## src/rtl/depuncture_pkg.sv

```systemverilog
// Shared definitions for the puncture / depuncture pair: mask polarity,
// length-field width and the length clamp applied on configuration writes.
package depuncture_pkg;

    localparam logic KEEP      = 1'b1;
    localparam logic PUNCTURED = 1'b0;

    function automatic int len_w(input int max_len);
        return $clog2(max_len + 1);
    endfunction

    // Zero and out-of-range lengths fall back to the full vector length.
    function automatic int clamp_len(input int len, input int max_len);
        if (len <= 0 || len > max_len) begin
            return max_len;
        end
        return len;
    endfunction

endpackage

```

## src/rtl/depuncture_if.sv

```systemverilog
// AXI-Stream style word channel. A transfer happens on a rising clk edge
// where tvalid and tready are both high; a master holding tvalid keeps tdata/tlast stable.
interface depuncture_if #(
    parameter int WIDTH = 32
);
    logic [WIDTH-1:0] tdata;
    logic             tlast;
    logic             tvalid;
    logic             tready;

    modport master (output tdata, output tlast, output tvalid, input tready);
    modport slave  (input tdata, input tlast, input tvalid, output tready);
endinterface

```

## src/rtl/depuncture_out_reg.sv

```systemverilog
// Single-entry flop stage (axi_fifo_flop style): accepts a new word whenever
// it is empty or its current word is being taken downstream.
module depuncture_out_reg #(
    parameter int W = 33
) (
    input  logic         clk,
    input  logic         reset,
    input  logic [W-1:0] in_data,
    input  logic         in_valid,
    output logic         in_ready,
    output logic [W-1:0] out_data,
    output logic         out_valid,
    input  logic         out_ready
);

    assign in_ready = !out_valid | out_ready;

    always_ff @(posedge clk) begin
        if (reset) begin
            out_valid <= 1'b0;
            out_data  <= '0;
        end else if (in_ready) begin
            out_valid <= in_valid;
            if (in_valid) begin
                out_data <= in_data;
            end
        end
    end

endmodule

```

## src/rtl/depuncture.sv

```systemverilog
// Depuncture: walks the puncture mask from bit len-1 down to 0 and inserts
// an erasure word for every punctured position, one output word per cycle.
module depuncture
    import depuncture_pkg::*;
#(
    parameter int                     WIDTH                   = 32,
    parameter int                     MAX_LEN                 = 8,
    parameter int                     DEFAULT_VECTOR_LEN      = 8,
    parameter logic [MAX_LEN-1:0]     DEFAULT_PUNCTURE_VECTOR = 8'hFF,
    parameter logic [WIDTH-1:0]       ERASURE_VALUE           = '0
) (
    input  logic                        clk,
    input  logic                        reset,
    input  logic                        clear,
    input  logic [len_w(MAX_LEN)-1:0]   vector_len_tdata,
    input  logic                        vector_len_tvalid,
    output logic                        vector_len_tready,
    input  logic [MAX_LEN-1:0]          puncture_vector_tdata,
    input  logic                        puncture_vector_tvalid,
    output logic                        puncture_vector_tready,
    depuncture_if.slave                 i,
    depuncture_if.master                o
);

    localparam int LEN_W = len_w(MAX_LEN);

    logic               rst;
    logic [LEN_W-1:0]   len_r, idx_r, new_len, idx_nxt;
    logic [MAX_LEN-1:0] vec_r, len_mask, eff_vec;
    logic               pkt_active, pkt_nxt;
    logic               cur_bit, cfg, load, accept, wr_valid;
    logic [WIDTH:0]     wr_data, out_data;

    assign rst                    = reset | clear;
    assign vector_len_tready      = 1'b1;
    assign puncture_vector_tready = 1'b1;

    always_comb begin
        new_len = vector_len_tvalid
                ? LEN_W'(clamp_len(int'(vector_len_tdata), MAX_LEN)) : len_r;

        for (int b = 0; b < MAX_LEN; b++) begin
            len_mask[b] = (b < int'(len_r));
        end
        // An all-punctured window would emit erasures forever; run it as pass-through.
        eff_vec = ((vec_r & len_mask) == '0) ? '1 : vec_r;

        cur_bit = KEEP;
        for (int b = 0; b < MAX_LEN; b++) begin
            if (idx_r == LEN_W'(b)) begin
                cur_bit = eff_vec[b];
            end
        end

        cfg      = vector_len_tvalid | puncture_vector_tvalid;
        i.tready = load & !cfg & (cur_bit == KEEP);
        accept   = i.tvalid & i.tready;
        // Erasures wait for the first real word of a packet so that leading
        // punctured slots come out ahead of it rather than between packets.
        wr_valid = load & !cfg &
                   ((cur_bit == PUNCTURED) ? (pkt_active | i.tvalid) : i.tvalid);
        wr_data  = (cur_bit == KEEP) ? {i.tlast, i.tdata} : {1'b0, ERASURE_VALUE};

        idx_nxt = idx_r;
        pkt_nxt = pkt_active;
        if (cfg) begin
            idx_nxt = new_len - LEN_W'(1);
            pkt_nxt = 1'b0;
        end else if (accept && i.tlast) begin
            idx_nxt = len_r - LEN_W'(1);
            pkt_nxt = 1'b0;
        end else if (wr_valid) begin
            idx_nxt = (idx_r == '0) ? len_r - LEN_W'(1) : idx_r - LEN_W'(1);
            if (accept) begin
                pkt_nxt = 1'b1;
            end
        end
    end

    always_ff @(posedge clk) begin
        if (rst) begin
            len_r      <= LEN_W'(DEFAULT_VECTOR_LEN);
            vec_r      <= DEFAULT_PUNCTURE_VECTOR;
            idx_r      <= LEN_W'(DEFAULT_VECTOR_LEN - 1);
            pkt_active <= 1'b0;
        end else begin
            if (vector_len_tvalid) begin
                len_r <= new_len;
            end
            if (puncture_vector_tvalid) begin
                vec_r <= puncture_vector_tdata;
            end
            idx_r      <= idx_nxt;
            pkt_active <= pkt_nxt;
        end
    end

    depuncture_out_reg #(.W(WIDTH + 1)) u_out_reg (
        .clk       (clk),
        .reset     (rst),
        .in_data   (wr_data),
        .in_valid  (wr_valid),
        .in_ready  (load),
        .out_data  (out_data),
        .out_valid (o.tvalid),
        .out_ready (o.tready)
    );

    assign o.tlast = out_data[WIDTH];
    assign o.tdata = out_data[WIDTH-1:0];

endmodule
```

## src/flat_wrapper.sv

```systemverilog
// flat-port wrapper written by rule: the top's interface ports become plain ports
module depuncture_flat import depuncture_pkg::*;
#(
    parameter int                     WIDTH                   = 32,
    parameter int                     MAX_LEN                 = 8,
    parameter int                     DEFAULT_VECTOR_LEN      = 8,
    parameter logic [MAX_LEN-1:0]     DEFAULT_PUNCTURE_VECTOR = 8'hFF,
    parameter logic [WIDTH-1:0]       ERASURE_VALUE           = '0
)
  (clk, reset, clear, vector_len_tdata, vector_len_tvalid, vector_len_tready, puncture_vector_tdata, puncture_vector_tvalid, puncture_vector_tready, i_tdata, i_tlast, i_tvalid, i_tready, o_tdata, o_tlast, o_tvalid, o_tready);
  depuncture_if #(.WIDTH(WIDTH)) i_i ();
  depuncture_if #(.WIDTH(WIDTH)) o_i ();
  input  logic clk;
  input  logic reset;
  input  logic clear;
  input  logic [len_w(MAX_LEN)-1:0] vector_len_tdata;
  input  logic vector_len_tvalid;
  output logic vector_len_tready;
  input  logic [MAX_LEN-1:0] puncture_vector_tdata;
  input  logic puncture_vector_tvalid;
  output logic puncture_vector_tready;
  input wire logic [$bits(i_i.tdata)-1:0] i_tdata;
  input wire logic [$bits(i_i.tlast)-1:0] i_tlast;
  input wire logic [$bits(i_i.tvalid)-1:0] i_tvalid;
  output wire logic [$bits(i_i.tready)-1:0] i_tready;
  output wire logic [$bits(o_i.tdata)-1:0] o_tdata;
  output wire logic [$bits(o_i.tlast)-1:0] o_tlast;
  output wire logic [$bits(o_i.tvalid)-1:0] o_tvalid;
  input wire logic [$bits(o_i.tready)-1:0] o_tready;
  assign i_i.tdata = i_tdata;
  assign i_i.tlast = i_tlast;
  assign i_i.tvalid = i_tvalid;
  assign i_tready = i_i.tready;
  assign o_tdata = o_i.tdata;
  assign o_tlast = o_i.tlast;
  assign o_tvalid = o_i.tvalid;
  assign o_i.tready = o_tready;
  depuncture #(.WIDTH(WIDTH), .MAX_LEN(MAX_LEN), .DEFAULT_VECTOR_LEN(DEFAULT_VECTOR_LEN), .DEFAULT_PUNCTURE_VECTOR(DEFAULT_PUNCTURE_VECTOR), .ERASURE_VALUE(ERASURE_VALUE)) u_core (.clk(clk), .reset(reset), .clear(clear), .vector_len_tdata(vector_len_tdata), .vector_len_tvalid(vector_len_tvalid), .vector_len_tready(vector_len_tready), .puncture_vector_tdata(puncture_vector_tdata), .puncture_vector_tvalid(puncture_vector_tvalid), .puncture_vector_tready(puncture_vector_tready), .i(i_i), .o(o_i));
endmodule
```

## config.mk

```make
export PLATFORM = sky130hd
export DESIGN_NAME = depuncture_flat
export DESIGN_NICKNAME = d
export VERILOG_FILES = /design/src/rtl/depuncture_pkg.sv /design/src/rtl/depuncture_if.sv /design/src/rtl/depuncture_out_reg.sv /design/src/rtl/depuncture.sv /design/src/flat_wrapper.sv
export SDC_FILE = /design/constraint.sdc
export NUM_CORES = 1
export LEC_CHECK = 0
export BUFFER_PORTS_ARGS = -buffer_cell sky130_fd_sc_hd__buf_2
export CORE_ASPECT_RATIO = 0.8
export CORE_MARGIN = 2
export CORE_UTILIZATION = 48
export DETAILED_ROUTE_END_ITERATION = 12
export PLACE_DENSITY_LB_ADDON = 0.12
export SETUP_SLACK_MARGIN = 0.2
export SYNTH_ARGS = -nofsm -noshare
export SYNTH_HDL_FRONTEND = slang
export SYNTH_SLANG_ARGS = --single-unit
```

## constraint.sdc

```tcl
create_clock -name clk -period 2.54 [get_ports clk]
set_input_delay 0.381 -clock clk [delete_from_list [all_inputs] [get_ports clk]]
set_output_delay 0.381 -clock clk [all_outputs]
set_load 0.1 [all_outputs]
```

* Word level (Yosys, flattened, before mapping) *
Index checks and enable logic that the tools add are counted.

storage, ports and cells
  word-level logic and storage cells = 64
  output and inout bits = 37
  register bits = 51

operators by class
  reductions and logical operators = 10
  eq/ne operators = 7
  multiplexer cells = 19
  bitwise gates (word level) = 9
  add/sub/neg operators = 3
  magnitude comparators = 10

operator list
  kind                                                                         number
  33-bit two-way mux                                                           1
  4-bit two-way mux                                                            7
  4-bit by 3-bit equality test with 1-bit output, second input constant        4
  3-bit by 4-bit less-than comparator with 1-bit output, first input constant  4
  4-bit by 1-bit subtractor with 4-bit output, second input constant           3
  1-bit two-way mux                                                            10
  8-bit AND                                                                    1
  4-bit by 2-bit equality test with 1-bit output, second input constant        2
  8-bit zero test                                                              1
  1-bit by 4-bit less-than comparator with 1-bit output, first input constant  2
  2-bit by 4-bit less-than comparator with 1-bit output, first input constant  2
  8-bit two-way mux                                                            1
  1-bit AND                                                                    4
  4-bit by 1-bit equality test with 1-bit output, second input constant        1
  4-bit > comparator, second input constant                                    1
  4-bit by 1-bit <= comparator with 1-bit output, second input constant        1
  4-bit zero test                                                              1
  1-bit OR                                                                     4
  2-bit AND reduction                                                          2
  3-bit nonzero test                                                           1
  3-bit OR reduction                                                           1
  1-bit zero test                                                              2
  1-bit logical AND                                                            1
  1-bit logical OR                                                             1

* Depth between registers and ports, before layout *
Gate-level depths: netlist (run 1).

  word-level depth = 17
  mapped depth = 10

* Hierarchy *
From an unflattened synthesis (run 1), not the netlist that was laid out.

unflattened totals
  cell total of the unflattened synthesis = 331
  area total of the unflattened synthesis = 3026.7 µm²

by module, submodules not included
  module              times used  seq. area each (µm²)  cells each  area an instance (µm²)
  depuncture_out_reg  1           680.7                 155         1621.6
  depuncture          1           340.3                 176         1405.1

* Least setup slack after synthesis (run 1) *
Ideal clock, no wire load.

  path kind = register to output
  start = register u_core.idx_r[0]
  end = output i_tready
  path slack = -0.873 ns
  path buffers = 0
  arrival time = 3.032 ns
  data required time = 2.159 ns
  cell stages (with the launch flop) = 7
  cell sequence = dfxtp_1 > inv_1 > ha_1 > nor3b_1 > o31ai_1 > nand4_2 > a31oi_1

on the way
  longest elaborated chain between the ends = 10
  elaborated cells on any way between the ends = 17
  classes of those cells = 7 x eq/ne; 8 x mux; 1 x bitwise; 1 x reduce/logical

RTL lines
  element                          RTL line            text
  start, declared                  depuncture.sv:28    logic [LEN_W-1:0] len_r, idx_r, new_len, idx_nxt;
  start signal, assigned           depuncture.sv:84    idx_r <= LEN_W'(DEFAULT_VECTOR_LEN - 1);
  start signal, assigned           depuncture.sv:93    idx_r <= idx_nxt;
  4-bit zero test                  depuncture.sv:50    if (idx_r == LEN_W'(b)) begin
  1-bit two-way mux (7 in series)  depuncture.sv:50
  1-bit two-way mux (*)            depuncture.sv:50
  1-bit AND (*)                    depuncture.sv:56    i.tready = load & !cfg & (cur_bit == KEEP);
  end, declared                    flat_wrapper.sv:25  output wire logic [$bits(i_i.tready)-1:0] i_tready;

Every way passes the cells marked *; elsewhere a longest branch is shown, timed or not.

* Final worst setup path (run 1) *
  start = register u_core.idx_r[0]
  end = register u_core.idx_r[0]

on the way
  longest elaborated chain between the ends = 14
  elaborated cells on any way between the ends = 27
  classes of those cells = 1 x add/sub; 7 x eq/ne; 13 x mux; 3 x bitwise; 3 x reduce/logical

RTL lines
  element                          RTL line                            text
  4-bit zero test                  depuncture.sv:50, depuncture.sv:73
  1-bit two-way mux (8 in series)  depuncture.sv:50
  1-bit AND                        depuncture.sv:56
  1-bit AND                        depuncture.sv:57                    accept = i.tvalid & i.tready;
  1-bit logical AND                depuncture.sv:69                    end else if (accept && i.tlast) begin
  4-bit two-way mux                depuncture.sv:69
  4-bit two-way mux                depuncture.sv:66                    if (cfg) begin

Parallel ways exist; a longest one is shown, timed or not. The select of a mux whose other input is x is not followed.
A chain may end at the register's enable or synchronous reset.

==> results of run 1 <==
-- layout make-up --
type / count / area, sq um / share of cell area
Multi-Input combinational cell: 187 / 1340 / 0.415
Sequential cell: 51 / 1040 / 0.321
Timing Repair Buffer: 106 / 628 / 0.195
Tap cell: 60 / 75.1 / 0.0233
Clock buffer: 5 / 68.8 / 0.0213
Clock inverter: 3 / 46.3 / 0.0144
Inverter: 7 / 31.3 / 0.00970
-- worst max-delay path: cells and delay by family, from the launching register on --
family                   cells  cell delay [ns]
buffers and inverters        2             0.23
adder cells (fa/ha/maj)      1             0.22
flip-flops                   1             0.38
AO/OA/AOI/OAI                2             0.29
AND/OR/NAND/NOR              3             1.20
-- registers in the layout (all words and copies together), names as in the netlist --
signal                      cells
u_core.idx_r                    4
u_core.len_r                    4
u_core.pkt_active               1
u_core.u_out_reg.out_data      33
u_core.u_out_reg.out_valid      1
u_core.vec_r                    8
-- power by group through the flow --
stage	clock [mW]	combinational, mW	sequential (mW)
after floorplan	0	0.150	0.900
after global placement	0	0.284	0.849
after detailed placement	0	0.286	0.848
after CTS	0.590	0.320	0.830
after global routing	0.634	0.363	0.832
final	0.584	0.340	0.831
-- cell usage in the layout (no fill, tap or decap), types with 4 or more instances in the layout --
master    count
nand2_1      20
o21ai_0       7
inv_1         4
a22oi_1      32
dfxtp_4       4
mux2i_1       7
ha_4          4
nor3_1        4
buf_4        16
clkbuf_8      5
a21oi_1       5
o211ai_1      4
nor2_1       43
dfxtp_1      47
nand3_1       6
buf_2        85
-- timing repair --
item | 4_1_cts | 5_1_grt
resized for setup | 21 | 14
setup endpoints to repair | 36 | 37
gates cloned | 0 | 1
pin swaps | 8 | 3
hold buffers | 0 | 0
setup buffers | 10 | 4
-- Yosys cell counts (2+ instances only) --
| master | count | area share |
|---|---|---|
| a32oi_1 | 3 | 0.011 |
| dfxtp_1 | 51 | 0.44 |
| xor2_1 | 3 | 0.011 |
| nor3b_1 | 2 | 0.0065 |
| or4_1 | 2 | 0.0065 |
| a22oi_1 | 32 | 0.10 |
| o211ai_1 | 4 | 0.013 |
| buf_2 | 5 | 0.011 |
| ha_1 | 8 | 0.043 |
| nand3_1 | 7 | 0.015 |
| buf_4 | 3 | 0.0097 |
| a21oi_1 | 5 | 0.011 |
| mux2i_1 | 7 | 0.030 |
| inv_1 | 7 | 0.011 |
| nor2b_1 | 4 | 0.011 |
| o21ai_0 | 8 | 0.017 |
| and3_1 | 3 | 0.0081 |
| clkbuf_1 | 8 | 0.013 |
| nor3_1 | 4 | 0.0087 |
| or2_2 | 3 | 0.0081 |
| nand2_1 | 20 | 0.032 |
| buf_1 | 2 | 0.0032 |
| nor2_1 | 43 | 0.070 |
| a2bb2oi_1 | 3 | 0.011 |
| o21ai_1 | 2 | 0.0043 |
| a211oi_1 | 2 | 0.0065 |
| nand2b_1 | 2 | 0.0054 |
-- logic make-up (layout without fill, tap and decap cells) --
logic type / after synthesis / in the layout / synth area share
and+or+nand+nor: 93 / 93 / 0.184
AOI/OAI and AO/OA: 71 / 72 / 0.231
DFF: 51 / 51 / 0.441
buffers and inverters: 25 / 121 / 0.0481
adders and majority gates: 8 / 8 / 0.0433
muxes: 8 / 8 / 0.0352
xor gates and xnor gates: 4 / 4 / 0.0151
other: 1 / 2 / 0.00162
-- routing by layer --
metal	global-route usage	vias to the layer above	wire length (um)
li1	-	1138	-
met1	0.309	1081	2820
met2	0.353	102	2990
met3	0.0533	18	419
met4	0.0771	0	113
met5	0	-	0
-- worst min-delay path by stage --
stage | end | depth (start not counted)
finish | u_core.vec_r[4]$_SDFFE_PP1P_ | 3
global route | u_core.vec_r[0]$_SDFFE_PP1P_ | 3
CTS | u_core.vec_r[4]$_SDFFE_PP1P_ | 3
detailed placement | u_core.u_out_reg.out_data[25]$_SDFFE_PP0P_ | 2
global placement | u_core.u_out_reg.out_data[25]$_SDFFE_PP0P_ | 2
floorplan | u_core.vec_r[5]$_SDFFE_PP1P_ | 2
-- per-stage QoR --
stage / area, sq um / setup slack, ns
after floorplan: 2330 / 0.206
after global placement: 2840 / 0.150
after detailed placement: 2840 / 0.0515
after CTS: 3120 / 0.198
after global routing: 3230 / 0.109
final: 3230 / 0.165
==> flow_summary.toml, run 1 <==
[status]
status = "finished, final reports clean"

[die]
die_x_um = 81.6
die_h_um = 66.1
initial_core_util = 0.500
dieArea_sq_um = 5390
core_sq_um = 4620
ios = 89
rows = 22

[pwr]
p_int_mw = 1.24
p_total_mw = 1.75
p_sw_uw = 516
power_frac_seq = 0.473
p_per_area_nw_per_um2 = 544
p_clk_frac = 0.333
switching_share = 0.294
p_leak_nw = 1.36
vdd_drop_max_mv = 0.411
p_comb_frac = 0.194

[worst_setup_path]
cp-endpoint = "u_core.idx_r[0]$_SDFFE_PP1P_"
cp_slowest_stage_delay_ns = 0.56
end_kind = "flip-flop"
regToRegSetupSlack_ns = 0.17
cp-start-kind = "flip-flop"
startpoint = "u_core.idx_r[0]$_SDFFE_PP1P_"
critical_path_class = "flip-flop to flip-flop"
worstPathCellList = "buf_4 > ha_2 > or4b_4 > nand4_4 > buf_6 > a31oi_4 > or4_1 > a32oi_1"
cp_max_fo = 5
timing.rr.end = "u_core.idx_r[0]$_SDFFE_PP1P_"
r2r-start = "u_core.idx_r[0]$_SDFFE_PP1P_"
slowest_stage = "or4_1"
r2r_cells = 8
crit_arrival_ns = 2.60
worstPathRequired_ns = 2.77

[timing]
clock.fmax_mhz = 421
min_period_ns = 2.37
rsz0062_at_grt = "yes"
post-route-period-util = 0.935
report.final.slew_viol_count = 0
hold_ws_ns = 0.279
fin_setup_tns_ns = 0
max_slew_margin = 0.640
setup_viol = 0
finClkSkew_ns = 0.00884
max_slew.worst_pin.slew_ns = 0.538
hold_violations = 0

[place]
port_buffers = 86
dp.cells = 396
hpwl_um = 4030
gp_congestion = 0.873

[routing]
routed_via_density = 5.58
dr.first_iter.drc_count = 147
wirelength_um = 6340
vias = 2339
drc = 0
antenna_left = 0
firstDrtPassIters = 4
routedWlPerCell_um = 15.1

[synthesis]
synth_ff_type = "dfxtp_1"
synth.yosys.seq_area_share = 0.441
synth_cell_types = 45
synth_edf_count = 0
synth_seq_cells = 51
avgSynthCellArea_sq_um = 8.86
postSynth.asyncResetShare = 0
syn_area_sq_um = 2310
syn_inst = 261
ys.warnings.count = 0

[final_layout]
layout-drive-gt1-share = 0.401
nNetsFinal = 418
syn2layout_area_growth_pct = 39.4
num_antenna_cells = 0
fin_util = 0.698
instances_no_fill = 419
nFillCells = 361

[worst_hold_path]
min_from = "puncture_vector_tdata[4]"
min_path_type = "input pin to flip-flop"

[clocking]
htreeDepth = 2
cts_buffers = 5
cts.sinks = 51
clock_latency_ns = 0.31
clk_pin_slew_ns = 0.10
cts_tree = "yes"
cts_root_buffer = "clkbuf_8"
cts.path.max_buffers = 2

[grt]
overflow = 0
grt_pass1_wl_um = 9490
antenna_found_initial = 0
grt_pass1_vias = 2025
grt_util_all_layers = 0.227
grt_max_degree = 33

[flow_run]
maxCapViolations = 0
Power figures use the tool's default switching activity.
==> run 2, diff against run 1 <==
Settings changed: CORE_MARGIN 2 to not set.
==> flow_summary.toml, run 2 (same netlist as run 1, synthesis figures left out) <==
[status]
status = "finished, final reports clean"

[timing]
rsz0062_at_grt = "yes"
min_period_ns = 2.35
fin_setup_tns_ns = 0
hold_violations = 0
hold_ws_ns = 0.293
report.final.slew_viol_count = 0
setup_viol = 0
post-route-period-util = 0.925
finClkSkew_ns = 0.00476
clock.fmax_mhz = 425

[grt]
grt_pass1_vias = 1984
overflow = 0
grt_max_degree = 34
antenna_found_initial = 0
grt_util_all_layers = 0.237
grt_pass1_wl_um = 9540

[final_layout]
top_regs = "u_core.u_out_reg.out_data x33, u_core.vec_r x8"
fin_area_sq_um = 3290
syn2layout_area_growth_pct = 42.1
nNetsFinal = 418
num_antenna_cells = 0
instances_no_fill = 419
largest_reg_flops = 33
layout-drive-gt1-share = 0.426
final_cell_mix = "buf_2, dfxtp_1, nor2_1"
regMostFlops = "u_core.u_out_reg.out_data"
layout_commonest_cell = "buf_2"

[worst_hold_path]
min_path_type = "input pin to flip-flop"
min_from = "puncture_vector_tdata[2]"
worst_hold_path.endpoint = "u_core.vec_r[2]$_SDFFE_PP1P_"
hold_path_depth = 3

[worst_setup_path]
cp_max_fo = 3
worstPathRequired_ns = 2.16
crit_arrival_ns = 1.97
critical_path_class = "flip-flop to output pin"
end_kind = "output pin"
r2r_cells = 7
r2r-start = "u_core.idx_r[0]$_SDFFE_PP1P_"
regToRegSetupSlack_ns = 0.27
cp-start-kind = "flip-flop"
timing.rr.end = "u_core.idx_r[1]$_SDFFE_PP1P_"

[die]
die_x_um = 79.6
rows = 22
dieArea_sq_um = 5100
ios = 89
initial_core_util = 0.503
die_h_um = 64.1
core_sq_um = 4600

[clocking]
cts_buffers = 5
cts.sinks = 51
htreeDepth = 2
cts.path.max_buffers = 2
cts_tree = "yes"
clock_latency_ns = 0.29
cts_root_buffer = "clkbuf_8"
postCtsHoldBufs = 0
clk_pin_slew_ns = 0.09

[routing]
routed_via_density = 5.42
routedWlPerCell_um = 15.0
dr.first_iter.drc_count = 110
antenna_left = 0
firstDrtPassIters = 4
wirelength_um = 6300
vias = 2273
drc = 0

[flow_run]
maxCapViolations = 0

[pwr]
p_leak_nw = 1.40
vdd_drop_max_mv = 0.367
p_per_area_nw_per_um2 = 508

[place]
dp.cells = 397
hpwl_um = 4110
port_buffers = 86
postPlaceCellArea_sq_um = 2840
gp_congestion = 0.897
run 2: cell types whose count changed in the layout (fill, tap and decap cells not counted), sizes merged:
cell	previous run	this run
clkbuf	5	8
a41oi	3	2
buf	106	105
bufinv	1	0
clkinv	0	1
inv	8	7
run 2: worst max path at each step:
stage,depth (start not counted),start,to,slack (ns)
6_report,6,u_core.vec_r[0]$_SDFFE_PP1P_,i_tready,0.19
4_1_cts,8,u_core.len_r[0]$_SDFFE_PP0P_,i_tready,0.20
5_1_grt,8,u_core.len_r[0]$_SDFFE_PP0P_,i_tready,0.10
3_3_place_gp,9,u_core.idx_r[1]$_SDFFE_PP1P_,u_core.u_out_reg.out_data[28]$_SDFFE_PP0P_,0.16
3_5_place_dp,9,u_core.idx_r[0]$_SDFFE_PP1P_,u_core.u_out_reg.out_data[8]$_SDFFE_PP0P_,0.06
2_1_floorplan,6,u_core.idx_r[1]$_SDFFE_PP1P_,i_tready,0.21
run 2: layout make-up:
class                           instances  area (sq um)
Tap cell                               60          75.1
Timing Repair Buffer                  107           686
Sequential cell                        51          1040
Clock buffer                            6          82.6
Fill cell                             384          1310
Clock inverter                          2          16.3
Multi-Input combinational cell        186          1360
Inverter                                7          28.8
run 2: per-stage QoR:
stage	power [mW]	setup WS (ns)	util
6_report	1.67	0.189	0.715
5_1_grt	1.75	0.103	0.715
4_1_cts	1.65	0.202	0.670
3_5_place_dp	1.14	0.0598	0.617
2_1_floorplan	1.05	0.206	-
3_3_place_gp	1.14	0.156	0.617
run 2: worst max-delay path, stage by stage, from the launching register on:
cell and delay [ns]:
dfxtp_2 0.36, nor4_4 0.29, a41oi_2 0.18, o31a_1 0.32, buf_6 0.14, a31oi_4 0.19
buf_12 0.19
run 2: where the power goes:
| part | leakage [nW] | switching, mW | internal (mW) |
|---|---|---|---|
| Sequential | 0.413 | 0.0192 | 0.813 |
| Clock | 0.0474 | 0.268 | 0.223 |
| Combinational | 0.934 | 0.210 | 0.137 |
| Total | 1.40 | 0.498 | 1.17 |
run 2: metal layers:
metal  global-route usage  up-vias  share of wire
li1                     -     1129              -
met1                0.349     1064           0.49
met2                0.346       76           0.45
met3               0.0543        4          0.055
met4               0.0591        0         0.0068
met5                    0        -              0
run 2: repair_timing:
item,in CTS,in global routing
gates resized for setup,23,23
setup endpoints to repair,38,40
setup buffers,7,4
cloned,0,3
pin swaps,7,7
endpoints found under the hold margin,0,0
==> run 3, diff against run 2 <==
Settings changed: PLACE_DENSITY set to 0.88, PLACE_DENSITY_LB_ADDON 0.12 to not set.
==> flow_summary.toml, run 3 (same netlist as run 1, synthesis figures left out) <==
[die]
ios = 89
rows = 22
die_h_um = 64.1
dieArea_sq_um = 5100
initial_core_util = 0.503
die_x_um = 79.6
core_sq_um = 4600

[grt]
grt_pass1_wl_um = 9320
grt_pass1_vias = 2069
grt_max_degree = 39
antenna_found_initial = 0
overflow = 0
grt_util_all_layers = 0.235

[worst_setup_path]
timing.rr.end = "u_core.idx_r[1]$_SDFFE_PP1P_"
end_kind = "flip-flop"
cp-start-kind = "flip-flop"
worstPathRequired_ns = 2.76
r2r_cells = 9
regToRegSetupSlack_ns = 0.21
r2r-start = "u_core.idx_r[1]$_SDFFE_PP1P_"
crit_arrival_ns = 2.56
cp_max_fo = 8
critical_path_class = "flip-flop to flip-flop"

[clocking]
cts_root_buffer = "clkbuf_8"
cts_tree = "yes"
clock_latency_ns = 0.31
cts_buffers = 5
cts.path.max_buffers = 2
clk_pin_slew_ns = 0.09
htreeDepth = 2
cts.sinks = 51

[routing]
antenna_left = 0
vias = 2313
dr.first_iter.drc_count = 181
wirelength_um = 6280
firstDrtPassIters = 4
drc = 0
routed_via_density = 5.60
routedWlPerCell_um = 15.2

[flow_run]
maxCapViolations = 0

[pwr]
p_per_area_nw_per_um2 = 543
vdd_drop_max_mv = 0.334
p_leak_nw = 1.35

[place]
gp_congestion = 0.849
hpwl_um = 4100
port_buffers = 86

[status]
status = "finished, final reports clean"

[worst_hold_path]
min_path_type = "input pin to flip-flop"
worst_hold_path.endpoint = "u_core.vec_r[0]$_SDFFE_PP1P_"
hold_path_depth = 3
min_from = "puncture_vector_tdata[0]"

[final_layout]
syn2layout_area_growth_pct = 37.9
layout_commonest_cell = "buf_2"
nNetsFinal = 412
largest_reg_flops = 33
layout-drive-gt1-share = 0.402
fin_util = 0.694
regMostFlops = "u_core.u_out_reg.out_data"
nFillCells = 364
final_cell_mix = "buf_2, dfxtp_1, nor2_1"
top_regs = "u_core.u_out_reg.out_data x33, u_core.vec_r x8"
num_antenna_cells = 0

[timing]
fin_setup_tns_ns = 0
clock.fmax_mhz = 429
report.final.slew_viol_count = 0
max_slew_margin = 0.538
rsz0062_at_grt = "yes"
max_slew.worst_pin.slew_ns = 0.694
hold_violations = 0
setup_viol = 0
min_period_ns = 2.33
post-route-period-util = 0.918
finClkSkew_ns = 0.00575
==> run 3: changes by cell type in the layout (fill, tap and decap cells not counted), sizes merged <==
cell and change:
buf -4, bufinv +1, clkbuf -3, clkinv +1, clkinvlp -1
==> run 3: metrics by stage <==
step	std cells	setup WS [ns]	power, mW	hold WS, ns	cell area (sq um)
after global routing	413	0.162	1.79	0.285	3190
after detailed placement	395	0.0801	1.14	0.479	2830
after global placement	395	0.179	1.13	0.473	2830
after floorplan	262	0.206	1.05	0.458	2330
final	413	0.207	1.73	0.275	3190
after CTS	406	0.154	1.71	0.279	3020
==> run 3: worst max-delay path: stages, from the launching register on <==
cell and delay, ns:
dfxtp_4 0.38, buf_6 0.12, ha_4 0.17, a2111oi_4 0.35, o31ai_4 0.14, nand4_4 0.15, buf_6 0.12, a31oi_4 0.12
or4_1 0.48, a32oi_1 0.21
==> run 3: worst max-delay path by stage <==
stage	end	slack, ns	start	depth (start not counted)
floorplan	i_tready	0.21	u_core.idx_r[1]$_SDFFE_PP1P_	6
global placement	u_core.idx_r[0]$_SDFFE_PP1P_	0.18	u_core.idx_r[0]$_SDFFE_PP1P_	8
detailed placement	u_core.idx_r[1]$_SDFFE_PP1P_	0.08	u_core.idx_r[0]$_SDFFE_PP1P_	8
CTS	i_tready	0.15	u_core.idx_r[1]$_SDFFE_PP1P_	7
global route	i_tready	0.16	u_core.vec_r[0]$_SDFFE_PP1P_	5
finish	u_core.idx_r[1]$_SDFFE_PP1P_	0.21	u_core.idx_r[1]$_SDFFE_PP1P_	9
==> run 3: cell type report <==
cell class | instances | area (sq um) | area share
multi-input cells | 186 | 1350 | 0.423
flip-flops and latches | 51 | 1030 | 0.324
repair buffers | 101 | 586 | 0.184
well taps | 60 | 75.1 | 0.0235
clock buffers | 5 | 68.8 | 0.0216
clock inverters | 3 | 43.8 | 0.0137
inverters | 7 | 33.8 | 0.0106
==> run 3: power breakdown <==
group          total [mW]  internal (mW)  switching, mW
clock               0.572          0.294          0.278
combinational       0.330          0.121          0.209
sequential          0.831          0.813         0.0182
==> run 3: repair_timing <==
item	CTS	global route
hold buffers	0	0
gates resized for setup	16	27
setup buffers	3	7
pin swaps	6	8
endpoints found under the setup margin	27	39
hold endpoints to repair	0	0
==> run 3: routing by layer <==
layer | wire length (um) | vias up | track usage | part of all wire
met5 | 0 | - | 0 | 0
met4 | 48 | 0 | 0.0909 | 0.0076
met3 | 421 | 7 | 0.0614 | 0.067
met2 | 3080 | 75 | 0.376 | 0.49
met1 | 2730 | 1117 | 0.299 | 0.43
li1 | - | 1114 | - | -
